**src/rtl/phy_tx_pkg.sv**
```systemverilog
// Shared definitions for the PCIe PHY transmit scheduler.
package phy_tx_pkg;

    localparam int unsigned PHY_DATA_W = 32;
    localparam logic [PHY_DATA_W-1:0] IDLE_WORD_DEF = 32'hBCBC_BCBC;

    typedef enum logic [1:0] {
        StIdle   = 2'b00,
        StGrant0 = 2'b01,
        StGrant1 = 2'b10
    } sched_state_e;

endpackage

```
**src/rtl/phy_tx_sched.sv**
```systemverilog
// Two-requester burst scheduler feeding the PHY TX datapath: round-robin at burst
// granularity, bounded burst length, one idle cycle between bursts, registered output.
module phy_tx_sched
    import phy_tx_pkg::*;
#(
    parameter int unsigned       DATA_W    = PHY_DATA_W,
    parameter int unsigned       MAX_BURST = 4,
    parameter logic [DATA_W-1:0] IDLE_WORD = IDLE_WORD_DEF
) (
    input  logic              clk_2f,
    input  logic              reset,
    input  logic              req0_valid,
    input  logic [DATA_W-1:0] req0_data,
    input  logic              req0_last,
    output logic              req0_ready,
    input  logic              req1_valid,
    input  logic [DATA_W-1:0] req1_data,
    input  logic              req1_last,
    output logic              req1_ready,
    output logic [DATA_W-1:0] tx_data,
    output logic              tx_valid,
    output logic              tx_src,
    output logic              tx_eop
);

    localparam int unsigned     CntW   = (MAX_BURST > 1) ? $clog2(MAX_BURST) : 1;
    localparam logic [CntW-1:0] CntMax = CntW'(MAX_BURST - 1);

    sched_state_e      state_q, state_d;
    logic              rr_ptr_q, rr_ptr_d;
    logic [CntW-1:0]   burst_cnt_q, burst_cnt_d;
    logic [DATA_W-1:0] tx_data_q, tx_data_d;
    logic              tx_valid_q, tx_valid_d;
    logic              tx_src_q, tx_src_d;
    logic              tx_eop_q, tx_eop_d;

    logic              sel_src;
    logic              sel_valid;
    logic              sel_last;
    logic [DATA_W-1:0] sel_data;
    logic              burst_end;

    // Only meaningful in a grant state; the owner is the requester being drained.
    assign sel_src   = (state_q == StGrant1);
    assign sel_valid = sel_src ? req1_valid : req0_valid;
    assign sel_last  = sel_src ? req1_last  : req0_last;
    assign sel_data  = sel_src ? req1_data  : req0_data;

    always_comb begin
        state_d     = state_q;
        rr_ptr_d    = rr_ptr_q;
        burst_cnt_d = burst_cnt_q;
        tx_data_d   = IDLE_WORD;
        tx_valid_d  = 1'b0;
        tx_src_d    = 1'b0;
        tx_eop_d    = 1'b0;
        burst_end   = 1'b0;

        unique case (state_q)
            StIdle: begin
                burst_cnt_d = '0;
                if (req0_valid && req1_valid) begin
                    state_d = rr_ptr_q ? StGrant1 : StGrant0;
                end else if (req0_valid) begin
                    state_d = StGrant0;
                end else if (req1_valid) begin
                    state_d = StGrant1;
                end
            end
            StGrant0, StGrant1: begin
                if (sel_valid) begin
                    tx_data_d  = sel_data;
                    tx_valid_d = 1'b1;
                    tx_src_d   = sel_src;
                    tx_eop_d   = sel_last || (burst_cnt_q == CntMax);
                    burst_end  = tx_eop_d;
                    if (!burst_end) begin
                        burst_cnt_d = burst_cnt_q + CntW'(1);
                    end
                end else begin
                    // Broken burst: no eop, the gap itself terminates it downstream.
                    burst_end = 1'b1;
                end
                if (burst_end) begin
                    state_d     = StIdle;
                    rr_ptr_d    = ~sel_src;
                    burst_cnt_d = '0;
                end
            end
            default: state_d = StIdle;
        endcase
    end

    always_ff @(posedge clk_2f or negedge reset) begin
        if (!reset) begin
            state_q     <= StIdle;
            rr_ptr_q    <= 1'b0;
            burst_cnt_q <= '0;
            tx_data_q   <= IDLE_WORD;
            tx_valid_q  <= 1'b0;
            tx_src_q    <= 1'b0;
            tx_eop_q    <= 1'b0;
        end else begin
            state_q     <= state_d;
            rr_ptr_q    <= rr_ptr_d;
            burst_cnt_q <= burst_cnt_d;
            tx_data_q   <= tx_data_d;
            tx_valid_q  <= tx_valid_d;
            tx_src_q    <= tx_src_d;
            tx_eop_q    <= tx_eop_d;
        end
    end

    assign req0_ready = (state_q == StGrant0);
    assign req1_ready = (state_q == StGrant1);

    assign tx_data  = tx_data_q;
    assign tx_valid = tx_valid_q;
    assign tx_src   = tx_src_q;
    assign tx_eop   = tx_eop_q;

endmodule
```
**config.mk**
```make
export PLATFORM = sky130hd
export DESIGN_NAME = phy_tx_sched
export DESIGN_NICKNAME = d
export VERILOG_FILES = /design/src/rtl/phy_tx_pkg.sv /design/src/rtl/phy_tx_sched.sv
export SDC_FILE = /design/constraint.sdc
export NUM_CORES = 1
export LEC_CHECK = 0
export CAP_MARGIN = 20
export CORE_UTILIZATION = 40
export DETAILED_ROUTE_END_ITERATION = 10
export HOLD_SLACK_MARGIN = 0.12
export PLACE_DENSITY = 0.82
export SYNTH_ARGS = -nofsm -noshare
export SYNTH_HDL_FRONTEND = slang
export SYNTH_SLANG_ARGS = --single-unit
export TNS_END_PERCENT = 20
```
**constraint.sdc**
```tcl
create_clock -name clk_2f -period 4 [get_ports clk_2f]
set_input_delay 0.4 -clock clk_2f [delete_from_list [all_inputs] [get_ports clk_2f]]
set_output_delay 0.4 -clock clk_2f [all_outputs]
set_load 0.05 [all_outputs]
```
==> results.ini, run 1 <==
[placed_design]
dpl_cell_area_um2=2890
hpwl_um=3170
gp_congestion=0.731
port-buffer-count=106
placed_cells=298
dp_slack_ns=1.43

[logic_synthesis]
netlist_top_cells_area=dfstp_2 (29%), dfrtp_1 (28%), mux2i_1 (19%)
synth_xor_area_frac=0
synth.net_count=222
syn_area_um2=1800
synth.top_cell.area_share=0.292
syn_inst=146
seq_area_frac_synth=0.570
synth_compound_area_frac=0.0452
synth-simple-area-share=0.0994
synth_fa_ha_area_frac=0.0417
ys_seq_elements=40
yosys.cell_types.count=26
syn_area_per_cell_um2=12.3
synth_top_family_by_area=multiplexers
yosys.area.top_type=dfstp_2
muxShareOfSynthArea=0.210
ys_warn_count=0

[layout]
final.fill_count=342
design_area_um2=2970
fin_nets=329
drive_above_1_share=0.138
fin_cells=306
antenna_cells=0
area_growth_pct=65.1

[clocking]
cts-buffers-inserted=5
cts_root_buffer=clkbuf_8
clkSinkCount=40
path_clk_slew_ns=0.07
cts_hold_buf=0
cts_setup_buffers=0
clock_path_buffers=2
htreeDepth=2
clkLatencyLatePin_ns=0.29
cts_tree=done
cts-resized-gates=0

[global_routing]
grt_max_degree=41
grt_overflow=0
grt_pass1_vias=1543
grt_pass1_wl_um=7140
grt_use_total=0.190
antenna_found_initial=0

[outcome]
status=complete, no violations

[sta]
min_period_ns=2.67
fin_crit_sh=0.667
setup_viol=0
finalSetupTns_ns=0
finalWorstSetupSlack_ns=1.33
drv_slew=0
rsz0062_at_grt=false
tightest_slew_ns=0.864
hold_violations=0
max_freq_mhz=375
finClkSkew_ns=0.00805
slew_headroom=0.424

[setup_path]
cp_data_required_time_ns=3.60
r2r-end=state_q[1]
cp_max_fo=16
rr_startpoint=state_q[0]
worstSetupEndpointType=output port
arrival_ns=2.27
reg2regPathDepth=6
cp-start-kind=flop
path_class=flop to output port
regToRegSetupSlack_ns=1.42

[floorplan]
rows=24
die_width_um=69.1
core-area_um2=4320
die_h_um=69.1
io_pins=107
die-area_um2=4770
initial_utilization=0.416

[job]
maxCapViolations=0

[pwr]
power_density_nw_per_um2=761
ir_worst_vdd_mv=0.351
p_leak_uw=0.00125

[routing]
dr.pass1.iters=4
drc=0
antenna_left=0
via_per_inst=4.80
wire_per_inst_um=13.8
drt_wl_total_um=4220
num_vias=1468
drt_iter0_markers=31

[worst_hold_path]
min_path_type=input port to asynchronous set/reset pin

flip-flops by register name, summed over array words and instances (netlist names):
name and cells:
tx_src 1, tx_valid 1, rr_ptr_q 1, tx_data 32, burst_cnt_q 2, tx_eop 1, state_q 2
cell usage in the layout, fill, tap and decap left out, types with 2 or more instances in the layout:
cell type	n
clkdlybuf4s50_1	105
dfstp_2	20
clkbuf_1	2
mux2i_1	34
ha_1	5
o21ai_1	2
nand2_1	23
clkbuf_8	5
nor2_1	14
dfrtp_1	20
inv_1	4
final cells by class:
class                      instances  area [um2]  area share
clock inverter                     1        5.00     0.00168
sequential                        40        1030       0.345
multi-input combinational         94         716       0.241
tap                               52        65.1      0.0219
inverter                           5        18.8     0.00632
timing repair buffer             107        1060       0.358
clock buffer                       7        76.3      0.0257
layer usage:
layer / track usage / vias to the layer above / wire length [um]
met4: 0.0703 / 0 / 66
met5: 0 / - / 0
met3: 0.0585 / 7 / 294
li1: - / 701 / -
met1: 0.211 / 693 / 1680
met2: 0.338 / 67 / 2180
how the worst max path moves through the flow:
| stage | startpoint | endpoint | slack (ns) | cells past startpoint |
|---|---|---|---|---|
| 2_1_floorplan | state_q[0] | state_q[1] | 1.83 | 6 |
| 3_3_place_gp | state_q[0] | state_q[1] | 1.50 | 6 |
| 3_5_place_dp | state_q[0] | state_q[1] | 1.43 | 6 |
| 4_1_cts | state_q[0] | req1_ready | 1.32 | 3 |
| 5_1_grt | state_q[0] | req1_ready | 1.26 | 3 |
| 6_report | state_q[0] | req1_ready | 1.33 | 3 |
Yosys cell counts:
cell and instances:
a21boi_0 1, a21boi_1 1, a311o_1 1, a311oi_1 1
a32o_1 1, and3_1 1, buf_2 6, buf_6 1
dfrtp_1 20, dfstp_2 20, ha_1 6, inv_1 4
inv_2 1, mux2_1 1, mux2_2 1, mux2_4 1
mux2i_1 34, nand2_1 23, nand2b_1 1, nand4_1 1
nor2_1 14, nor2b_1 1, o21ai_1 2, o41ai_4 1
or2_2 1, or3b_2 1
per-stage QoR:
step / util / hold WS [ns] / total power, uW
after floorplan: - / 0.104 / 1610
after global placement: 0.668 / 0.474 / 2000
after detailed placement: 0.668 / 0.490 / 2020
after CTS: 0.687 / 0.257 / 2280
after global routing: 0.687 / 0.277 / 2370
final: 0.687 / 0.228 / 2260
power by group:
part	total, uW	internal, uW	switching (uW)
combinational	1360	498	859
clock	258	123	135
sequential	644	595	48.7
total	2260	1220	1040
cells by family (layout without fill, tap and decap cells):
kind of cell	count (synthesis)	in the layout
AO/OA/AOI/OAI	8	8
adder cells (fa/ha/maj)	6	6
buffers and inverters	12	120
flip-flops	40	40
multiplexers	37	37
AND/OR/NAND/NOR	43	43
worst max-delay path, stage by stage (launching register included):
cell             delay [ns]
dfrtp_1                0.41
inv_1                  0.11
ha_2                   0.54
clkdlybuf4s50_1        0.91
No activity file was read; power rests on OpenSTA's default activity.
==> inputs of run 2 (changes only) <==
- CORE_UTILIZATION: 40 -> 34
- PLACE_DENSITY: 0.82 -> 0.74
- clock period: 4 -> 2.45 ns (I/O delays scaled with it)
==> run 2 against run 1 <==
Die area increased by 17%. Clock power is 60% higher. Critical path depth stayed put. Global-route usage down 3.5 points. First-iteration DRC count increased by 19%. Count of clock-buffer cells in the layout decreased by 1. Sequential share of layout area down 0.56 points. Clock skew decreased by 0.0021 ns. Worst hold slack gained 0.28 ns. Worst setup slack worse by 0.90 ns. Via count down 0.95%. Critical endpoint is now req0_ready.
==> results.ini, run 2 (synthesis gave the netlist of run 1 again) <==
[outcome]
status=complete, no violations

[sta]
finalWorstSetupSlack_ns=0.437
finClkSkew_ns=0.00594
setup_viol=0
fin_crit_sh=0.822
slew_headroom=0.435
max_freq_mhz=497
rsz0062_at_grt=false
min_period_ns=2.01
finalSetupTns_ns=0
hold_violations=0
drv_slew=0
tightest_slew_ns=0.847

[worst_hold_path]
whs_endpoint=burst_cnt_q[1]
min_path_type=flop to flop
hp-start=burst_cnt_q[1]
whs_path_depth=2

[setup_path]
worst_path_max_delay_cell=clkdlybuf4s50_1
crit_chain=inv_1 -> ha_1 -> clkdlybuf4s50_1
cp-start-kind=flop
path_buf_inv=2
regToRegSetupSlack_ns=0.62
rr_startpoint=state_q[0]
path_delay_family=buffers and inverters
slowest_delay_ns=0.80
worstSetupEndpointType=output port
crit_start=state_q[1]
cp_max_fo=5
reg2regPathDepth=6
path_class=flop to output port
cp_data_required_time_ns=2.20
arrival_ns=1.77
r2r-end=tx_data[4]

[routing]
drt_wl_total_um=4100
drt_iter0_markers=37
dr_wl_met3_um=346
wirelength_met1_um=1630
num_vias=1454
via_per_inst=4.45
dr.pass1.iters=4
met2WireLength_um=2080
drc=0
highest_layer=met4
antenna_left=0
wire_per_inst_um=12.5

[clocking]
path_clk_slew_ns=0.08
cts-buffers-inserted=5
clkSinkCount=40
cts-resized-gates=0
cts_root_buffer=clkbuf_8
cts_tree=done
htreeDepth=2
clkLatencyLatePin_ns=0.28
clock_path_buffers=2

[global_routing]
grt_pass1_wl_um=6380
grt_use_total=0.155
grt_pass1_vias=1453
antenna_found_initial=0
grt_overflow=0
grt_max_degree=41

[floorplan]
core-area_um2=5110
die_width_um=74.7
rows=26
initial_utilization=0.352
io_pins=107
die_h_um=74.7
die-area_um2=5590

[layout]
fin_nets=332
mostFrequentLayoutCell=clkdlybuf4s50_1
antenna_cells=0
design_area_um2=3020
largest_reg_flops=32
drive_above_1_share=0.152
final_cell_mix=clkdlybuf4s50_1 (104), mux2i_1 (34), nand2_1 (23), dfrtp_1 (20), dfstp_2 (20)
area_growth_pct=67.8

[placed_design]
dpl_cell_area_um2=2920
port-buffer-count=106
hpwl_um=3200
dp_slack_ns=0.585
gp_congestion=0.739

[pwr]
clkPwrFrac=0.112
pwr-share-seq=0.284
p_leak_uw=0.00126
power_density_nw_per_um2=1220
switchingPower_uw=1690
internal_power_uw=2000
ir_worst_vdd_mv=0.661
switching_share=0.459
power_frac_comb=0.604

[job]
maxCapViolations=0

run 2: cell types whose count changed in the layout (fill, tap and decap cells not counted):
cell / change
buf_4: +3
clkbuf_1: -1
clkdlybuf4s50_1: -1
clkinvlp_4: +1
dlygate4sd3_1: +1
run 2: worst max path at each step:
stage / endpoint / slack [ns] / cells past startpoint
6_report: req0_ready / 0.44 / 3
3_5_place_dp: tx_data[4] / 0.58 / 6
4_1_cts: req0_ready / 0.42 / 3
2_1_floorplan: state_q[1] / 0.28 / 6
5_1_grt: req0_ready / 0.36 / 3
3_3_place_gp: state_q[1] / 0.66 / 5
run 2: timing repair:
item | 4_1_cts | 5_1_grt
hold buffers | 1 | 0
buffers inserted | 0 | 0
endpoints found under the hold margin | 20 | 0
run 2: per-layer routing:
metal | up-vias | global-route usage
met3 | 5 | 0.0549
met2 | 65 | 0.284
li1 | 706 | -
met1 | 678 | 0.168
met5 | - | 0
met4 | 0 | 0.0440
run 2: worst register-to-register path, cell delays in order, from the launching register on:
cell	delay, ns
dfrtp_1	0.42
inv_1	0.12
ha_1	0.26
mux2_2	0.37
nand2_1	0.26
inv_2	0.23
nand2_1	0.12
run 2: cell type report:
type	instances	area (um2)
Sequential cell	40	1030
Tap cell	70	87.6
Clock buffer	6	72.6
Multi-Input combinational cell	94	716
Clock inverter	2	12.5
Inverter	5	18.8
Fill cell	462	2090
Timing Repair Buffer	110	1090
run 2: power groups by stage:
stage	combinational (uW)	clock, uW	sequential [uW]
after floorplan	807	0	1830
after global placement	2230	0	1060
after detailed placement	2250	0	1060
after CTS	2260	433	1050
after global routing	2380	463	1080
final	2230	412	1050
run 2: per-stage QoR:
step	instances	power [uW]	hold WS, ns	util
2_1_floorplan	146	2640	-0.0506	-
3_3_place_gp	318	3290	0.408	0.573
3_5_place_dp	318	3310	0.407	0.573
4_1_cts	327	3740	0.515	0.591
5_1_grt	327	3920	0.548	0.591
6_report	327	3690	0.512	0.591
==> inputs of run 3 (changes only) <==
- CORE_UTILIZATION: 34 -> 37
- PLACE_DENSITY: 0.74 -> 0.76
- clock period: 2.45 -> 2.1 ns (I/O delays scaled with it)
==> run 3 against run 2 <==
Sequential cell count unchanged. Total power rose by 17%. Combinational power rose by 18%. Via count is 1.4% higher. First-iteration DRC count is 41% higher. Sequential power increased by 16%. Final cell count down 4.9%. Worst setup slack worse by 0.28 ns. Largest power group unchanged. Highest routed layer unchanged.
==> results.ini, run 3 (synthesis gave the netlist of run 1 again) <==
[outcome]
status=complete, no violations

[floorplan]
rows=25
die-area_um2=5150
io_pins=107
core-area_um2=4690
die_h_um=71.7
die_width_um=71.7
initial_utilization=0.383

[sta]
fin_crit_sh=0.926
setup_viol=0
tightest_slew_ns=0.875
finClkSkew_ns=0.00443
rsz0062_at_grt=false
finalSetupTns_ns=0
slew_headroom=0.417
drv_slew=0
hold_violations=0
max_freq_mhz=514
min_period_ns=1.94

[setup_path]
crit_chain=inv_1 -> ha_1 -> clkdlybuf4s50_1
worst_path_max_delay_cell=clkdlybuf4s50_1
arrival_ns=1.73
cp-start-kind=flop
worstSetupEndpointType=output port
cp_max_fo=5
path_buf_inv=2
path_class=flop to output port
path_delay_family=buffers and inverters
cp_data_required_time_ns=1.89
slowest_delay_ns=0.79

[clocking]
htreeDepth=2
path_clk_slew_ns=0.07
clock_path_buffers=2
clkSinkCount=40
cts_hold_buf=1
cts-resized-gates=0
cts_root_buffer=clkbuf_8
cts_tree=done
cts-buffers-inserted=5
clkLatencyLatePin_ns=0.28
cts_setup_buffers=0

[routing]
via_per_inst=4.74
wire_per_inst_um=13.2
dr.pass1.iters=4
antenna_left=0
drt_iter0_markers=52
drc=0
num_vias=1475
drt_wl_total_um=4100

[pwr]
pwr-share-seq=0.282
p_leak_uw=0.00127
switching_share=0.456
clkPwrFrac=0.110
power_frac_comb=0.608
power_density_nw_per_um2=1440
p_total_uw=4340
ir_worst_vdd_mv=0.728
internal_power_uw=2360
switchingPower_uw=1980

[layout]
final.fill_count=404
largest_reg_flops=32
mostFrequentLayoutCell=clkdlybuf4s50_1
fin_nets=332
area_growth_pct=67.2
post-route-util=0.641
multi_input_area_um2=716
antenna_cells=0
regArea_um2=1030
drive_above_1_share=0.148
final_cell_mix=clkdlybuf4s50_1 (104), mux2i_1 (34), nand2_1 (23), dfrtp_1 (20), dfstp_2 (20)

[global_routing]
grt_pass1_wl_um=6530
grt_overflow=0
grt_max_degree=41
grt_use_total=0.165
grt_pass1_vias=1426
antenna_found_initial=0

[placed_design]
port-buffer-count=106
gp_congestion=0.757
hpwl_um=3130

[worst_hold_path]
min_path_type=flop to flop

[job]
maxCapViolations=0

## run 3: cell types whose count changed in the layout (fill, tap and decap cells not counted), sizes merged
cell / previous run / this run
clkbuf: 6 / 7
clkinvlp: 1 / 0
## run 3: layout make-up
type	instances	share of cell area
clock buffers	7	0.0254
clock inverters	1	0.00166
inverters	5	0.00624
multi-input cells	94	0.238
flip-flops and latches	40	0.341
well taps	54	0.0225
repair buffers	110	0.365
## run 3: path summary, 6_finish.rpt
check | to | slack [ns] | cells past startpoint | startpoint
setup / recovery | req0_ready | 0.16 | 3 | state_q[1]
hold / removal | burst_cnt_q[1] | 0.50 | 2 | burst_cnt_q[1]
setup reg to reg | state_q[1] | 0.26 | 5 | state_q[0]
hold reg to reg | burst_cnt_q[1] | 0.50 | 2 | burst_cnt_q[1]
max in group asynchronous | tx_data[17] | 0.98 | 2 | reset
min in group asynchronous | tx_valid | 0.59 | 2 | reset
## run 3: per-stage QoR
step                      setup WS, ns  instance area (um2)  hold WS [ns]  instances
after CTS                        0.137                 3010         0.491        311
after global routing            0.0686                 3010         0.522        311
after detailed placement         0.285                 2920         0.376        302
final                            0.155                 3010         0.498        311
after floorplan                 0.0821                 1800       -0.0856        146
after global placement           0.331                 2920         0.372        302
## run 3: power by group through the flow
stage               Combinational (uW)  Sequential, uW  Clock (uW)
floorplan                          946            2130           0
global placement                  2630            1230           0
global route                      2790            1250         535
detailed placement                2660            1240           0
CTS                               2660            1230         501
finish                            2630            1220         478
## run 3: tightest hold or removal path, delay by kind of cell (launching register included)
kind / cells / cell delay, ns
DFF: 1 / 0.35
and+or+nand+nor: 1 / 0.05
AOI/OAI and AO/OA: 1 / 0.06
## run 3: metal layers
metal / track usage / wire (um)
met1: 0.192 / 1610
met2: 0.283 / 2090
met3: 0.0605 / 378
met4: 0.0523 / 15
met5: 0 / 0
==> patch, RTL diff (config.mk and constraints of run 2) <==
The parameter `MAX_BURST` goes from 4 to 2.
--- a/src/rtl/phy_tx_sched.sv
+++ b/src/rtl/phy_tx_sched.sv
@@ -5,5 +5,5 @@
 #(
     parameter int unsigned       DATA_W    = PHY_DATA_W,
-    parameter int unsigned       MAX_BURST = 4,
+    parameter int unsigned       MAX_BURST = 2,
     parameter logic [DATA_W-1:0] IDLE_WORD = IDLE_WORD_DEF
 ) (
Formal check against the unedited RTL: not equivalent (Yosys sat finds a counterexample within 4 cycles, from zero or initial values and one cycle with reset low).
==> patch against run 2 <==
  * Combinational power decreased by 6%
  * Power decreased by 3.8%
  * Setup slack improved by 0.026 ns
  * Die area is 5.5% lower
  * Worst hold slack got worse by 0.028 ns
  * Clock power grew 4.9%
  * Utilization rose by 2.2 points
  * Area after synthesis decreased by 5.6%
  * Cell area fell by 3.4%
  * Wire length shrank 6.6%
  * First-iteration DRC count fell by 49%
  * Synthesized cell count down 5.5%
  * Sequential cell count fell by 1
  * Largest cell class unchanged
==> patch: results (changes against run 2) <==
metric;value;unit;change
ir_worst_vdd;0.779;mV;+18%
holdPathEnd;burst_cnt_q;;
ys_top_cells_by_area;dfstp_2, dfrtp_1, mux2i_1;;
syn_avg_cell_area;12.3;sq um;-0.16%
firstDrtPassIters;3;;-1
layout-drive-gt1-share;0.141;;-0.0106
largest_reg_flops;32;;unchanged
critPathArrivalTime;1.74;ns;-0.03 ns
min_from;burst_cnt_q;;
p_leak;0.00122;uW;-3.7%
finalNetCount;322;;-3.0%
grt_pass1_vias;1372;;-5.6%
hold_path.class;flop to flop;;
dp.cells;306;;-3.8%
ys_seq_area_frac;0.590;;+0.0193
path_max_fanout;5;;unchanged
grt_pass1_wl;6050;um;-5.1%
ctsResizeCount;0;;unchanged
synthesis.nets;213;;-4.1%
viasPerCell;4.41;;-0.90%
grt_start_max_net_pins;40;;-2.4%
place.gp.congestion;0.858;;+16%
synth_commonest_cells;mux2i_1, nand2_1, dfstp_2;;
slew-limit-headroom;0.439;;+0.00350
placed_cell_area;0.00282;sq mm;-3.7%
status;finished clean;;
grt.total_usage;0.151;;-0.00426
routedWlPerCell;12.1;um;-3.1%
path_clk_slew;0.07;ns;
drt-total-wl;3830;um;-6.6%
r2r_cells;5;;-1
finClkSkew;0.00545;ns;-0.000491 ns
hpwlAfterDp;2880;um;-9.8%
synth_cell_types;22;;-15%
switching_share;0.453;;-0.00543
r2r_end;tx_valid;;
detail_route.iter0.violations;19;;-49%
reg2reg_slack;0.51;ns;-0.11 ns
port_buffers;106;;unchanged
patch: power groups by stage:
stage	Sequential, uW	Clock, uW	Combinational [uW]
after floorplan	1770	0	734
after global placement	1020	0	2110
after detailed placement	1030	0	2130
after CTS	1020	451	2130
after global routing	1040	473	2220
final	1020	432	2100
patch: worst max-delay path by stage:
stage	from	endpoint	slack [ns]	cells after the start
detailed placement	req1_valid	tx_data[31]	0.46	5
floorplan	state_q[0]	state_q[1]	0.48	6
global placement	state_q[0]	tx_valid	0.53	5
finish	state_q[1]	req0_ready	0.46	3
global route	state_q[0]	tx_data[31]	0.29	6
CTS	state_q[1]	req0_ready	0.44	3
patch: cells by family (layout without fill, tap and decap cells):
logic type      Yosys count  in the layout  synth area share
mux                      34             34             0.203
flops                    39             39             0.590
fa+ha+maj                 5              5            0.0368
buf+inv                  12            122            0.0332
compound gates            8              8            0.0405
simple gates             40             40            0.0965
patch: what timing repair did:
action | CTS | global route
hold buffers | 1 | 0
hold endpoints to repair | 19 | 0
endpoints found under the setup margin | 0 | 0
patch: layout make-up:
type,count,area [sq um]
clock buffers,7,86.3
clock inverters,1,5.00
fillers,437,1840
inverters,5,18.8
multi-input cells,87,643
flip-flops and latches,39,1000
well taps,67,83.8
repair buffers,109,1080
patch: per-stage QoR:
step	setup WS [ns]	hold WS (ns)	power [uW]	util
6_report	0.462	0.484	3550	0.613
5_1_grt	0.295	0.533	3740	0.613
4_1_cts	0.439	0.495	3600	0.613
3_5_place_dp	0.462	0.404	3160	0.592
3_3_place_gp	0.529	0.393	3130	0.592
2_1_floorplan	0.476	-0.0506	2510	-
patch: layer usage:
layer,share of wire,vias up,GRT usage
met1,0.40,649,0.163
met4,0.0029,0,0.0458
met2,0.52,57,0.278
met5,0,-,0
li1,-,680,-
met3,0.077,2,0.0483
